## config.mk

```make
export PLATFORM = sky130hd
export DESIGN_NAME = copi_frame_scheduler
export DESIGN_NICKNAME = d
export VERILOG_FILES = /design/src/rtl/copi_frame_scheduler.sv
export SDC_FILE = /design/constraint.sdc
export NUM_CORES = 1
export LEC_CHECK = 0
export ABC_AREA = 1
export ABC_CLOCK_PERIOD_IN_PS = 5200
export BUFFER_PORTS_ARGS = -buffer_cell sky130_fd_sc_hd__buf_2
export CAP_MARGIN = 15
export CORE_MARGIN = 2
export CORE_UTILIZATION = 50
export DETAILED_ROUTE_END_ITERATION = 16
export PLACE_DENSITY = 0.73
export SETUP_SLACK_MARGIN = 0.15
export SLEW_MARGIN = 5
export SYNTH_ARGS = -nofsm -noshare
export SYNTH_HDL_FRONTEND = slang
export SYNTH_SLANG_ARGS = --single-unit
```

## constraint.sdc

```tcl
create_clock -name clk -period 5.2 [get_ports clk]
set_input_delay 1.56 -clock clk [delete_from_list [all_inputs] [get_ports clk]]
set_output_delay 1.56 -clock clk [all_outputs]
set_load 0.005 [all_outputs]
```

## src/rtl/copi_frame_scheduler.sv

```systemverilog
// COPI slot scheduler: CONVERT then 3 AUX slots per frame; responses land 1 cycle after slot_req, no backpressure.
// Command queue drops pushes when full unless popped the same cycle; SCHED_STATS_EN enables issued/drop counters.
module copi_frame_scheduler #(
    parameter int FIFO_DEPTH = 8,
    parameter int NUM_CONV   = 32
) (
    input  logic                          clk,
    input  logic                          rst,
    input  logic                          enable,
    input  logic                          frame_start,
    input  logic                          slot_req,
    output logic [15:0]                   slot_word,
    output logic                          slot_valid,
    output logic                          slot_is_queued,
    output logic [1:0]                    slot_tag,
    input  logic                          cmd_wr_en,
    input  logic [15:0]                   cmd_wr_data,
    output logic                          cmd_full,
    output logic [$clog2(FIFO_DEPTH):0]   cmd_count,
    input  logic [15:0]                   aux_default,
    output logic                          seq_error,
    output logic [31:0]                   issued_count,
    output logic [31:0]                   drop_count
);
    localparam int AW = $clog2(FIFO_DEPTH);
    localparam int CW = AW + 1;
    localparam int SW = 8;

    localparam logic [1:0] IDLE    = 2'd0;
    localparam logic [1:0] CONVERT = 2'd1;
    localparam logic [1:0] AUX     = 2'd2;
    localparam logic [1:0] DONE    = 2'd3;

    logic [1:0]    r_state;
    logic [SW-1:0] r_slot;
    logic          r_valid, r_queued, r_seq_err;
    logic [15:0]   r_word;
    logic [1:0]    r_tag;

    logic [15:0]   r_mem [FIFO_DEPTH];
    logic [AW-1:0] r_rd_ptr, r_wr_ptr;
    logic [CW-1:0] r_count;

    logic [1:0]    w_st, w_nxt_st;
    logic [SW-1:0] w_slot, w_nxt_slot;
    logic          w_fs_err, w_req_err, w_pop, w_push, w_full, w_empty, w_queued;
    logic [15:0]   w_word;
    logic [1:0]    w_tag;

    assign w_full  = (r_count == CW'(FIFO_DEPTH));
    assign w_empty = (r_count == '0);
    assign w_push  = cmd_wr_en && (!w_full || w_pop);

    // frame_start is resolved first so a coincident slot_req is served against the restarted frame
    always_comb begin
        w_st     = r_state;
        w_slot   = r_slot;
        w_fs_err = 1'b0;
        if (frame_start) begin
            case (r_state)
                IDLE: begin
                    if (enable) begin
                        w_st   = CONVERT;
                        w_slot = '0;
                    end
                end
                CONVERT, AUX: begin
                    w_st     = CONVERT;
                    w_slot   = '0;
                    w_fs_err = 1'b1;
                end
                default: begin
                    w_st   = enable ? CONVERT : IDLE;
                    w_slot = '0;
                end
            endcase
        end
    end

    always_comb begin
        w_nxt_st   = w_st;
        w_nxt_slot = w_slot;
        w_word     = aux_default;
        w_tag      = 2'd3;
        w_queued   = 1'b0;
        w_pop      = 1'b0;
        w_req_err  = 1'b0;
        if (slot_req) begin
            case (w_st)
                CONVERT: begin
                    w_word = {2'b00, w_slot[5:0], 8'h00};
                    if (w_slot == SW'(NUM_CONV - 1)) begin
                        w_nxt_st   = AUX;
                        w_nxt_slot = '0;
                    end else begin
                        w_nxt_slot = w_slot + SW'(1);
                    end
                end
                AUX: begin
                    w_tag = w_slot[1:0];
                    if (!w_empty) begin
                        w_pop    = 1'b1;
                        w_queued = 1'b1;
                        w_word   = r_mem[r_rd_ptr];
                    end
                    if (w_slot == SW'(2)) begin
                        w_nxt_st   = DONE;
                        w_nxt_slot = '0;
                    end else begin
                        w_nxt_slot = w_slot + SW'(1);
                    end
                end
                default: w_req_err = 1'b1;
            endcase
        end
    end

    always_ff @(posedge clk) begin
        if (rst) begin
            r_state   <= IDLE;
            r_slot    <= '0;
            r_valid   <= 1'b0;
            r_word    <= '0;
            r_queued  <= 1'b0;
            r_tag     <= 2'd3;
            r_seq_err <= 1'b0;
        end else begin
            r_state <= w_nxt_st;
            r_slot  <= w_nxt_slot;
            r_valid <= slot_req;
            if (slot_req) begin
                r_word   <= w_word;
                r_tag    <= w_tag;
                r_queued <= w_queued;
            end
            if (w_fs_err || w_req_err) r_seq_err <= 1'b1;
        end
    end

    always_ff @(posedge clk) begin
        if (rst) begin
            r_rd_ptr <= '0;
            r_wr_ptr <= '0;
            r_count  <= '0;
        end else begin
            if (w_push) r_wr_ptr <= r_wr_ptr + AW'(1);
            if (w_pop)  r_rd_ptr <= r_rd_ptr + AW'(1);
            if (w_push && !w_pop)      r_count <= r_count + CW'(1);
            else if (w_pop && !w_push) r_count <= r_count - CW'(1);
        end
    end

    // storage needs no reset: pointers and count define validity
    always_ff @(posedge clk) begin
        if (w_push) r_mem[r_wr_ptr] <= cmd_wr_data;
    end

`ifdef SCHED_STATS_EN
    logic [31:0] r_issued, r_drop;
    always_ff @(posedge clk) begin
        if (rst) begin
            r_issued <= '0;
            r_drop   <= '0;
        end else begin
            if (w_pop)               r_issued <= r_issued + 32'd1;
            if (cmd_wr_en && !w_push) r_drop   <= r_drop + 32'd1;
        end
    end
    assign issued_count = r_issued;
    assign drop_count   = r_drop;
`else
    assign issued_count = 32'd0;
    assign drop_count   = 32'd0;
`endif

    assign slot_word      = r_word;
    assign slot_valid     = r_valid;
    assign slot_is_queued = r_queued;
    assign slot_tag       = r_tag;
    assign seq_error      = r_seq_err;
    assign cmd_full       = w_full;
    assign cmd_count      = r_count;
endmodule
```

[After elaboration in Yosys (flattened, before gate mapping)]
Memory sizes are Yosys's and may differ from the RTL's. A register that Yosys moved wholly into a read port is not among the register bits.
Cells that the tools add are included.
Word-level totals
  bits in registers: 41
  memory bits (writable): 128
  output and inout port bits: 90
  word-level logic and storage cells: 67
  memories: 1
Operators by class
  $add $sub $neg: 5
  equality and inequality tests: 7
  mux-type cells: 31
  reduce and logical (&&, ||, !) cells: 13
Memory list
  r_mem: depth 8, bits a word 16, read ports 1, clocked after Yosys merged registers in 1, wr ports 1, RTL line 40  | logic [15:0] r_mem [FIFO_DEPTH];
Operator list (number)
  8-bit 2-to-1 mux: 6
  16-bit one-hot mux with 2 select lines: 1
  16-bit 2-to-1 mux: 1
  8-bit one-hot mux with 2 select lines: 1
  2-bit 2-to-1 mux: 6
  1-bit 2-to-1 mux: 10
  8-bit by 1-bit adder with 8-bit output, second input constant: 1
  8-bit by 2-bit equality test with 1-bit output, second input constant: 1
  8-bit by 5-bit equality test with 1-bit output, second input constant: 1
  4-bit 2-to-1 mux: 2
  2-bit one-hot mux with 2 select lines: 2
  3-bit by 1-bit adder with 3-bit output, second input constant: 2
  3-bit 2-to-1 mux: 2
  4-bit by 1-bit adder with 4-bit output, second input constant: 1
  2-bit by 1-bit equality test with 1-bit output, second input constant: 2
  2-bit equality test, second input constant: 2
  4-bit equality test, second input constant: 1
  4-bit logical NOT: 1
  2-bit OR reduction: 2
  4-bit by 1-bit subtractor with 4-bit output, second input constant: 1
  1-bit logical AND: 3
  1-bit logical NOT: 3
  2-bit logical NOT: 1
  1-bit logical OR: 2
  2-bit nonzero test: 1

[Logic depth before layout (Yosys ltp)]
Gate-level depths: netlist of the first run.
  word-level depth: 13
  depth in mapped cells: 23

[Worst setup path after synthesis of the first run]
No wires, ideal clock.
  kind: input to register
  from: in enable
  to: reg r_count[3] (netlist: cmd_count[3])
  setup time: 113 ps
  arrival time: 3975 ps
  setup slack: 1112 ps
  cell stages on the path: 19
  cell sequence: nand2_2 > and3_1 > a31oi_1 > inv_1 > ha_1 > nand2_1 > nand2_1 > nand2_1 > inv_1 > ha_1 > inv_1 > ha_1 > a21o_1 > a21oi_1 > nor2_1 > nor2_1 > nand2_1 > nor2_1 > nor2_1
On the way
  word-level cells in the longest chain between the ends: 11
Ends and longest elaborated chain
  start: declaration: RTL line 9  | input logic enable,
  1-bit 2-to-1 mux or 2-bit 2-to-1 mux (tied branches): RTL line 73, 62
  2-bit one-hot mux with 2 select lines *: RTL line 60  | case (r_state)
  2-bit 2-to-1 mux *: RTL line 59  | if (frame_start) begin
  2-bit equality test *: RTL line 89  | case (w_st)
  1-bit 2-to-1 mux *: RTL line 89
  1-bit 2-to-1 mux *: RTL line 88  | if (slot_req) begin
  1-bit logical OR *: RTL line 52  | assign w_push = cmd_wr_en && (!w_full || w_pop);
  1-bit logical AND *: RTL line 52
  named net w_push: RTL line 46  | logic w_fs_err, w_req_err, w_pop, w_push, w_full, w_empty, w_queued;
  1-bit logical NOT: RTL line 149  | else if (w_pop && !w_push) r_count <= r_count - CW'(1);
  1-bit logical AND: RTL line 149
  2-bit nonzero test (no source line)
  end signal: assignment: RTL line 148  | if (w_push && !w_pop) r_count <= r_count + CW'(1);
  end signal: assignment: RTL line 149
  end: declaration: RTL line 42  | logic [CW-1:0] r_count;
Mark *: on every way through the listed nets, which the timed path passes. The rest lies on a longest branch.
A chain may end at the register's enable or synchronous reset.

[Worst setup path in the final report of the first run]
  from: in frame_start
  to: reg r_count[3] (netlist: cmd_count[3])
On the way
  word-level cells in the longest chain between the ends: 9
Ends and longest elaborated chain
  start: declaration: RTL line 10  | input logic frame_start,
  2-bit 2-to-1 mux *: RTL line 59
  2-bit equality test *: RTL line 89
  1-bit 2-to-1 mux *: RTL line 89
  1-bit 2-to-1 mux *: RTL line 88
  1-bit logical OR *: RTL line 52
  1-bit logical AND *: RTL line 52
  named net w_push: RTL line 46
  1-bit logical NOT: RTL line 149
  1-bit logical AND: RTL line 149
  2-bit nonzero test (no source line)
Marks and branches as above.

==> run_results.csv, run 1 <==
group,metric,value,unit
global_route,grt_start_max_net_pins,66,
die,die_h,129,um
sta,min_period,4.32,ns
yosys,synthCells,801,
setup_path,crit_chain,"buf_2, nand2_2, and3_1, a31oi_1, inv_1, ha_1, nand2_1, nand2_1, nand2_1, inv_1, ha_1, inv_1, ha_1, a21o_1, a21oi_1, nor2_1, nor2_1, nand2_1, nand2_1, nand2_1, nor2_1",
clock_network,clock_sinks,172,
clock_network,path_clk_slew,0.07,ns
setup_path,cp.required,5.58,ns
sta,setup_viol,0,
global_route,overflow,0,
clock_network,cts_setup_buffers,0,
setup_path,worstSetupPathType,"input pin to flip-flop",
layout,fillers,1273,
global_route,grtUsageTotal,21.6,%
clock_network,clockBufferDepth,2,
yosys,synth_warnings,0,
die,dieArea,0.0167,mm^2
yosys,ys_seq_area_share,60.1,%
yosys,synth.cell_area,0.00786,mm^2
run,max_cap_violations,0,
global_route,grt_use_met2,34.2,%
die,initial_core_util,51.5,%
sta,finalMaxSlewViolations,0,
yosys,avgSynthCellArea,9.81,um^2
setup_path,crit_fanout,9,
routing,first_iter_violations,579,
clock_network,cts_root_buffer,"clkbuf_16",
sta,fin_setup_tns,0,ns
global_route,grtUsageMet3,6.07,%
setup_path,cp-start-kind,"input pin",
clock_network,cts-htree-levels,4,
setup_path,cp_data_arrival_time,4.70,ns
worst_hold_path,hold_class,"flip-flop to flip-flop",
global_route,grt_use_met1,28.2,%
global_route,grt_pass1_vias,5155,
pwr,ir_worst_vdd,0.000454,V
global_route,grt_antenna_before_repair,2,
sta,fin_crit_sh,83.0,%
setup_path,cp_slowest_cell,"a31oi_1",
placement,dp_hpwl,11.3,mm
global_route,top_usage_layer,"met2",
clock_network,cts-resized-gates,0,
status,status,"finished clean",
setup_path,end_kind,"flip-flop",
placement,io_buffers,63,
clock_network,cts_buffers,17,
layout,areaGrowthSynthToFinish,11.5,%
placement,gp_congestion,0.877,
pwr,leakage,0.00361,uW
die,dieWidth,129,um
sta,max_slew.worst_pin.slew,1.11,ns
sta,whs,0.451,ns
layout,layout-drive-gt1-share,14.1,%
sta,max_freq,0.232,GHz
yosys,ys_types,37,
routing,firstDrtPassIters,6,
sta,slew_headroom,26.2,%
routing,wl_per_cell,16.0,um
routing,ant_nets,0,
clock_network,insertion_delay,0.45,ns
layout,nets,914,
routing,drc,0,
die,coreArea,0.0153,mm^2
die,rows,45,
sta,skew,0.0141,ns
pwr,p_per_area,398,mW/mm^2
routing,dr_total_vias,5569,
setup_path,critPathMaxStageDelay,0.30,ns
setup_path,path_common_cell,"nand2_1",
global_route,grt_pass1_wl,26.8,mm
clock_network,postCtsHoldBufs,0,
routing,routed_wl,17.4,mm
routing,vias_per_cell,5.12,
yosys,ys_seq_elements,172,
clock_network,cts_tree,"built",
sta,finalHoldViolCount,0,
die,ios,128,
sta,rsz0062_at_grt,"false",
==> worst max-delay path: cells and delay by family <==
kind,cells,cell delay [ns]
and+or+nand+nor,11,1.24
adders and majority gates,3,0.78
AOI/OAI and AO/OA,3,0.64
buffers and inverters,4,0.48
==> synthesized netlist by cell type, drive strengths merged <==
master | number | area (um^2)
xnor2 | 1 | 8.76
and3 | 1 | 6.26
edfxtp | 128 | 3840
nand3b | 1 | 7.51
inv | 46 | 173
o22ai | 2 | 12.5
nor3 | 1 | 5.00
fa | 1 | 20.0
o211ai | 2 | 15.0
or2 | 1 | 6.26
a21o | 1 | 7.51
nand4 | 1 | 6.26
a22oi | 10 | 75.1
nand2 | 235 | 892
buf | 80 | 564
nor2 | 35 | 164
o21ai | 18 | 101
a21oi | 32 | 160
conb | 1 | 3.75
nor4 | 1 | 6.26
ha | 13 | 163
clkbuf | 16 | 60.1
dfxtp | 44 | 881
nand3 | 123 | 626
xor2 | 3 | 26.3
o21bai | 1 | 7.51
a31oi | 1 | 6.26
and2 | 1 | 8.76
clkinv | 1 | 3.75
==> routing by layer <==
metal,share of wire [%],wire [um],vias up
li1,-,-,2695
met1,42,7350,2583
met2,48,8310,261
met3,8.2,1430,30
met4,2.0,341,0
met5,0,0,-
==> through the flow <==
step	power (uW)	util (%)	std cells	setup slack, ns	area (um^2)
2_1_floorplan	2060	-	864	1.11	8100
4_1_cts	3500	57.2	1085	0.950	8730
5_1_grt	3640	57.4	1087	0.516	8760
3_3_place_gp	2210	53.3	1053	0.660	8140
6_report	3490	57.4	1087	0.883	8760
3_5_place_dp	2220	53.3	1053	0.558	8140
==> worst paths after layout <==
| kind | startpoint | to | slack (ns) | cells after the start |
|---|---|---|---|---|
| setup / recovery | frame_start | cmd_count[3] | 0.88 | 21 |
| hold / removal | r_rd_ptr[2] | r_rd_ptr[2] | 0.45 | 1 |
| setup reg to reg | r_state[0] | cmd_count[3] | 1.45 | 22 |
| hold reg to reg | r_rd_ptr[2] | r_rd_ptr[2] | 0.45 | 1 |
==> power breakdown <==
part / total, uW / internal, uW / switching [uW]
clock: 1300 / 723 / 573
sequential: 1600 / 1560 / 39.8
combinational: 595 / 192 / 403
==> cells in the final DEF, fill, tap and decap left out, types with 3 or more instances in the layout <==
| cell | netlist | final |
|---|---|---|
| nand2_2 | 4 | 4 |
| buf_4 | 66 | 11 |
| o21ai_0 | 17 | 17 |
| clkinvlp_4 | 0 | 4 |
| edfxtp_1 | 128 | 128 |
| dfxtp_1 | 44 | 43 |
| inv_1 | 43 | 43 |
| nor2_4 | 4 | 4 |
| nand3_1 | 121 | 121 |
| a21oi_1 | 32 | 32 |
| nand2_1 | 231 | 231 |
| inv_2 | 3 | 3 |
| nor2_1 | 30 | 30 |
| a22oi_1 | 10 | 10 |
| ha_1 | 13 | 13 |
| inv_6 | 0 | 4 |
| inv_8 | 0 | 4 |
| buf_2 | 13 | 63 |
| xor2_1 | 3 | 3 |
| conb_1 | 1 | 64 |
| clkbuf_16 | 0 | 17 |
==> logic make-up (layout without fill, tap and decap cells) <==
| family | count (synthesis) | after routing | share of synthesized area, % |
|---|---|---|---|
| AND/OR/NAND/NOR | 400 | 400 | 22.0 |
| flip-flops | 172 | 172 | 60.1 |
| buffers and inverters | 143 | 154 | 10.2 |
| AO/OA/AOI/OAI | 67 | 67 | 4.90 |
| adder cells (fa/ha/maj) | 14 | 14 | 2.32 |
| XOR/XNOR | 4 | 4 | 0.446 |
| other | 1 | 65 | 0.0477 |
==> final cells by class <==
cell class              count  area, um^2  share of cell area [%]
flip-flops and latches    172        4730                    53.9
clock inverters            15         174                    1.98
clock buffers              17         425                    4.85
multi-input cells         549        2570                    29.3
diodes                      1        2.50                  0.0286
inverters                  47         176                    2.01
well taps                 211         264                    3.01
repair buffers             75         425                    4.85
==> flip-flops by register name (all words and copies together) (netlist names), 2 cells and up, named ones only <==
name and flops:
r_wr_ptr 3, slot_tag 2, r_slot 8, slot_word 16
cmd_count 4, r_rd_ptr 3, r_mem 128, r_state 2
Note: power is estimated with default switching activity, not from simulation.
==> run 2: changes to the inputs <==
Settings changed: ABC_CLOCK_PERIOD_IN_PS 5200 to 4400.
Clock period 5.2 ns to 4.4 ns, I/O delays scaled along.
==> run 2 against run 1 <==
Sequential share of layout area fell by 0.16 points. Combinational power is 20% higher. Count of clock-buffer cells in the layout did not move. Via count is 0.59% higher. First-iteration DRC count is 12% higher. Final area up 0.30%. Power grew 17%. Final cell count up 0.64%. Core utilization increased by 0.17 points. Largest cell class unchanged. Largest power group unchanged. Highest routed layer unchanged.
==> run_results.csv, run 2 (synthesized netlist as in run 1, its figures left out) <==
group,metric,value,unit
status,status,"finished clean",
sta,min_period,3.84,ns
layout,multi_input_area,0.00257,mm^2
setup_path,crit_chain,"buf_2, nand2_2, and3_1, a31oi_1, inv_1, ha_1, nand2_1, nand2_1, nand2_1, inv_1, ha_1, inv_1, ha_1, a21o_1, a21oi_1, nor2_1, nor2_1, nand2_1, nand2_1, nand2_1, nor2_1",
placement,dp.cells,1062,
run,max_cap_violations,0,
global_route,grtUsageTotal,21.7,%
setup_path,end_kind,"flip-flop",
routing,first_iter_violations,650,
setup_path,cp_data_arrival_time,4.21,ns
clock_network,clock_sinks,172,
layout,diodes,0,
routing,drc,0,
layout,largest_reg_flops,128,
setup_path,cp.required,4.77,ns
clock_network,cts_tree,"built",
pwr,ir_worst_vdd,0.000339,V
sta,max_freq,0.260,GHz
setup_path,cp_slowest_cell,"ha_1",
clock_network,cts_root_buffer,"clkbuf_16",
layout,final_cell_mix,"nand2_1, edfxtp_1, nand3_1",
pwr,p_per_area,465,mW/mm^2
clock_network,insertion_delay,0.43,ns
sta,max_slew.worst_pin.slew,1.13,ns
die,die_h,129,um
clock_network,cts-resized-gates,0,
setup_path,path_common_cell,"nand2_1",
layout,layout-drive-gt1-share,14.9,%
clock_network,clockBufferDepth,2,
pwr,leakage,0.00364,uW
sta,fin_crit_sh,87.3,%
worst_hold_path,hold_class,"flip-flop to flip-flop",
clock_network,postCtsHoldBufs,0,
layout,instances_no_fill,1094,
layout,fillers,1297,
setup_path,worstSetupPathType,"input pin to flip-flop",
sta,finalMaxSlewViolations,0,
clock_network,cts-htree-levels,4,
global_route,grt_antenna_before_repair,0,
routing,dr_total_vias,5602,
routing,ant_nets,0,
placement,gp_congestion,0.897,
sta,rsz0062_at_grt,"false",
die,rows,45,
global_route,grt_pass1_vias,5092,
layout,areaGrowthSynthToFinish,11.8,%
layout,nets,922,
sta,finalHoldViolCount,0,
setup_path,cp-start-kind,"input pin",
placement,io_buffers,63,
sta,slew_headroom,25.0,%
placement,dp_hpwl,11.3,mm
routing,firstDrtPassIters,6,
routing,routed_wl,17.5,mm
sta,skew,0.0106,ns
setup_path,crit_fanout,9,
layout,seqCellArea,0.00473,mm^2
global_route,grt_start_max_net_pins,65,
layout,regMostFlops,"r_mem",
global_route,overflow,0,
global_route,grt_pass1_wl,27.0,mm
sta,fin_setup_tns,0,ns
setup_path,critPathMaxStageDelay,0.29,ns
die,initial_core_util,51.5,%
die,ios,128,
layout,layout_commonest_cell,"nand2_1",
clock_network,cts_setup_buffers,0,
die,dieWidth,129,um
setup_path,crit_family,"simple AND/OR/NAND/NOR gates",
routing,wl_per_cell,16.0,um
clock_network,cts_buffers,17,
clock_network,path_clk_slew,0.07,ns
routing,vias_per_cell,5.12,
sta,setup_viol,0,
die,coreArea,0.0153,mm^2
die,dieArea,0.0167,mm^2
setup_path,cp_num_buf_inv,4,
-- run 2: cell count changes in the layout (fill, tap and decap cells not counted) --
| cell | before | now |
|---|---|---|
| buf_16 | 1 | 0 |
| buf_4 | 11 | 20 |
| clkinv_1 | 2 | 1 |
| clkinv_2 | 0 | 3 |
| clkinv_4 | 0 | 3 |
| clkinvlp_4 | 4 | 2 |
| diode_2 | 1 | 0 |
| inv_8 | 4 | 1 |
-- run 2: power breakdown --
group	internal, uW	switching (uW)
Clock	845	638
Sequential	1840	45.3
Combinational	236	480
Total	2930	1160
-- run 2: metrics by stage --
stage | hold slack [ns] | setup slack (ns) | util [%] | area, um^2 | power (uW)
4_1_cts | 0.449 | 0.606 | 57.6 | 8790 | 4110
3_5_place_dp | 0.436 | 0.177 | 53.8 | 8200 | 2630
3_3_place_gp | 0.434 | 0.313 | 53.8 | 8200 | 2620
6_report | 0.448 | 0.558 | 57.6 | 8790 | 4090
2_1_floorplan | 0.412 | 0.552 | - | 8100 | 2430
5_1_grt | 0.487 | 0.311 | 57.6 | 8790 | 4280
-- run 2: path summary, 6_finish.rpt --
| path | from | to | slack [ns] | cells past startpoint |
|---|---|---|---|---|
| min reg2reg | r_rd_ptr[2] | flip-flop | 0.45 | 1 |
| max reg2reg | r_state[1] | cmd_count[3] | 0.98 | 22 |
| max | frame_start | cmd_count[3] | 0.56 | 21 |
| min | r_rd_ptr[2] | flip-flop | 0.45 | 1 |
-- run 2: layout make-up --
| type | count | area share [%] |
|---|---|---|
| flip-flops and latches | 172 | 53.8 |
| multi-input cells | 549 | 29.2 |
| repair buffers | 83 | 5.29 |
| clock buffers | 17 | 4.84 |
| well taps | 211 | 3.00 |
| inverters | 47 | 2.01 |
| clock inverters | 15 | 1.85 |
-- run 2: metal layers --
layer	up-vias	global-route usage, %	part of all wire, %	wire [um]
li1	2711	-	-	-
met1	2631	29.3	43	7580
met2	239	35.0	49	8520
met3	21	4.54	6.3	1110
met4	0	7.42	1.5	256
met5	-	0	0	0
==> run 3: changes to the inputs <==
Settings changed: ABC_CLOCK_PERIOD_IN_PS 4400 to 4100, CORE_MARGIN 2 to 5.
Clock period 4.4 ns to 4.1 ns, I/O delays scaled along.
==> run 3 against run 2 <==
Critical path depth did not move. Power grew 9.0%. Largest cell class unchanged. Worst setup slack got worse by 0.085 ns. Core utilization up 0.16 points.
==> run_results.csv, run 3 (synthesized netlist as in run 1, its figures left out) <==
group,metric,value,unit
clock_network,insertion_delay,0.43,ns
sta,finalHoldViolCount,0,
global_route,grt_start_max_net_pins,65,
layout,regMostFlops,"r_mem",
worst_hold_path,min_path_cells,1,
sta,min_period,3.63,ns
setup_path,end_kind,"flip-flop",
placement,io_buffers,63,
global_route,overflow,0,
routing,dr_total_vias,5668,
run,max_cap_violations,0,
layout,areaGrowthSynthToFinish,12.6,%
setup_path,crit_chain,"buf_2, nand2_2, and3_1, a31oi_1, inv_1, ha_1, nand2_1, nand2_1, nand2_1, inv_1, ha_1, inv_1, ha_1, a21o_1, a21oi_1, nor2_1, nor2_1, nand2_1, nand2_1, nand2_1, nor2_1",
sta,whs,0.447,ns
routing,firstDrtPassIters,7,
pwr,p_int,3200,uW
clock_network,postCtsHoldBufs,0,
pwr,switching_power,1250,uW
die,dieWidth,135,um
clock_network,cts-resized-gates,0,
clock_network,cts_root_buffer,"clkbuf_16",
routing,drc,0,
routing,routed_wl,17.6,mm
global_route,grt_antenna_before_repair,1,
routing,vias_per_cell,5.16,
sta,skew,0.00559,ns
layout,design_area,0.00885,mm^2
die,initial_core_util,51.3,%
clock_network,cts_buffers,17,
pwr,power_frac_comb,17.2,%
layout,layout-drive-gt1-share,15.2,%
layout,final_cell_mix,"nand2_1, edfxtp_1, nand3_1",
placement,gp_congestion,0.874,
clock_network,clock_sinks,172,
pwr,p_sw_share,28.1,%
routing,wl_per_cell,16.1,um
setup_path,reg2reg_depth,22,
setup_path,cp_data_arrival_time,3.99,ns
routing,first_iter_violations,513,
global_route,grt_pass1_wl,27.3,mm
die,die_h,135,um
pwr,pwr-share-clk,37.3,%
setup_path,critPathMaxStageDelay,0.29,ns
pwr,leakage,0.00368,uW
clock_network,cts_tree,"built",
clock_network,path_clk_slew,0.07,ns
global_route,grtUsageTotal,19.5,%
setup_path,path_common_cell,"nand2_1",
die,ios,128,
layout,largest_reg_flops,128,
setup_path,cp_slowest_cell,"a31oi_1",
setup_path,cp.required,4.46,ns
layout,final_util,57.8,%
global_route,grt_pass1_vias,5305,
clock_network,clockBufferDepth,2,
layout,nets,926,
routing,ant_nets,0,
setup_path,worstSetupPathType,"input pin to flip-flop",
clock_network,cts-htree-levels,4,
pwr,ir_worst_vdd,0.000330,V
placement,placed_cell_area,0.00823,mm^2
die,dieArea,0.0183,mm^2
sta,slew_headroom,26.4,%
die,rows,45,
sta,rsz0062_at_grt,"false",
setup_path,cp-start-kind,"input pin",
sta,fin_crit_sh,88.5,%
die,coreArea,0.0153,mm^2
status,status,"finished clean",
sta,fin_setup_tns,0,ns
pwr,p_per_area,504,mW/mm^2
clock_network,cts_setup_buffers,0,
layout,layout_commonest_cell,"nand2_1",
placement,dp_hpwl,11.5,mm
sta,max_freq,0.276,GHz
pwr,seq_power_share,45.5,%
worst_hold_path,hold_class,"flip-flop to flip-flop",
sta,finalMaxSlewViolations,0,
sta,setup_viol,0,
setup_path,crit_fanout,9,
sta,max_slew.worst_pin.slew,1.10,ns
==> run 3: changes by cell type in the layout (fill, tap and decap cells not counted) <==
cell	delta
clkinv_2	-1
inv_6	-1
inv_8	+1
buf_4	+4
clkinv_1	+1
clkinvlp_4	-1
bufinv_16	+1
diode_2	+1
==> run 3: worst max-delay path, delay by kind of cell <==
family	cells	cell delay, ns
AO/OA/AOI/OAI	3	0.62
adder cells (fa/ha/maj)	3	0.68
buffers and inverters	4	0.44
AND/OR/NAND/NOR	11	1.02
==> run 3: cell type report <==
cell class | instances | area, um^2
timing repair buffer | 87 | 495
clock inverter | 15 | 186
clock buffer | 17 | 425
tap | 211 | 264
inverter | 47 | 176
antenna | 1 | 2.50
sequential | 172 | 4730
multi-input combinational | 549 | 2570
fill | 1323 | 6470
==> run 3: power by group through the flow <==
stage | combinational [uW] | clock, uW | sequential, uW
floorplan | 548 | 0 | 2060
global placement | 743 | 0 | 2060
detailed placement | 755 | 0 | 2070
CTS | 760 | 1680 | 2030
global route | 858 | 1750 | 2040
finish | 766 | 1660 | 2030
==> run 3: routing by layer <==
| layer | GRT usage, % | up-vias | share of wire [%] |
|---|---|---|---|
| met3 | 4.68 | 23 | 7.6 |
| met2 | 32.3 | 238 | 48 |
| met5 | 0 | - | 0 |
| met4 | 6.77 | 0 | 1.4 |
| li1 | - | 2717 | - |
| met1 | 25.1 | 2690 | 43 |
==> run 3: worst paths after layout <==
| kind | start | to | slack, ns |
|---|---|---|---|
| min reg2reg | r_rd_ptr[2] | flip-flop | 0.45 |
| max reg2reg | r_state[0] | cmd_count[3] | 0.80 |
| max | frame_start | cmd_count[3] | 0.47 |
| min | r_rd_ptr[2] | flip-flop | 0.45 |
==> run 3: per-stage QoR <==
step                      setup WS (ns)  power [uW]  std cells
after CTS                         0.530        4470       1098
after global routing              0.205        4650       1099
final                             0.473        4460       1099
after detailed placement         0.0894        2820       1066
after floorplan                   0.342        2610        864
after global placement            0.216        2810       1066
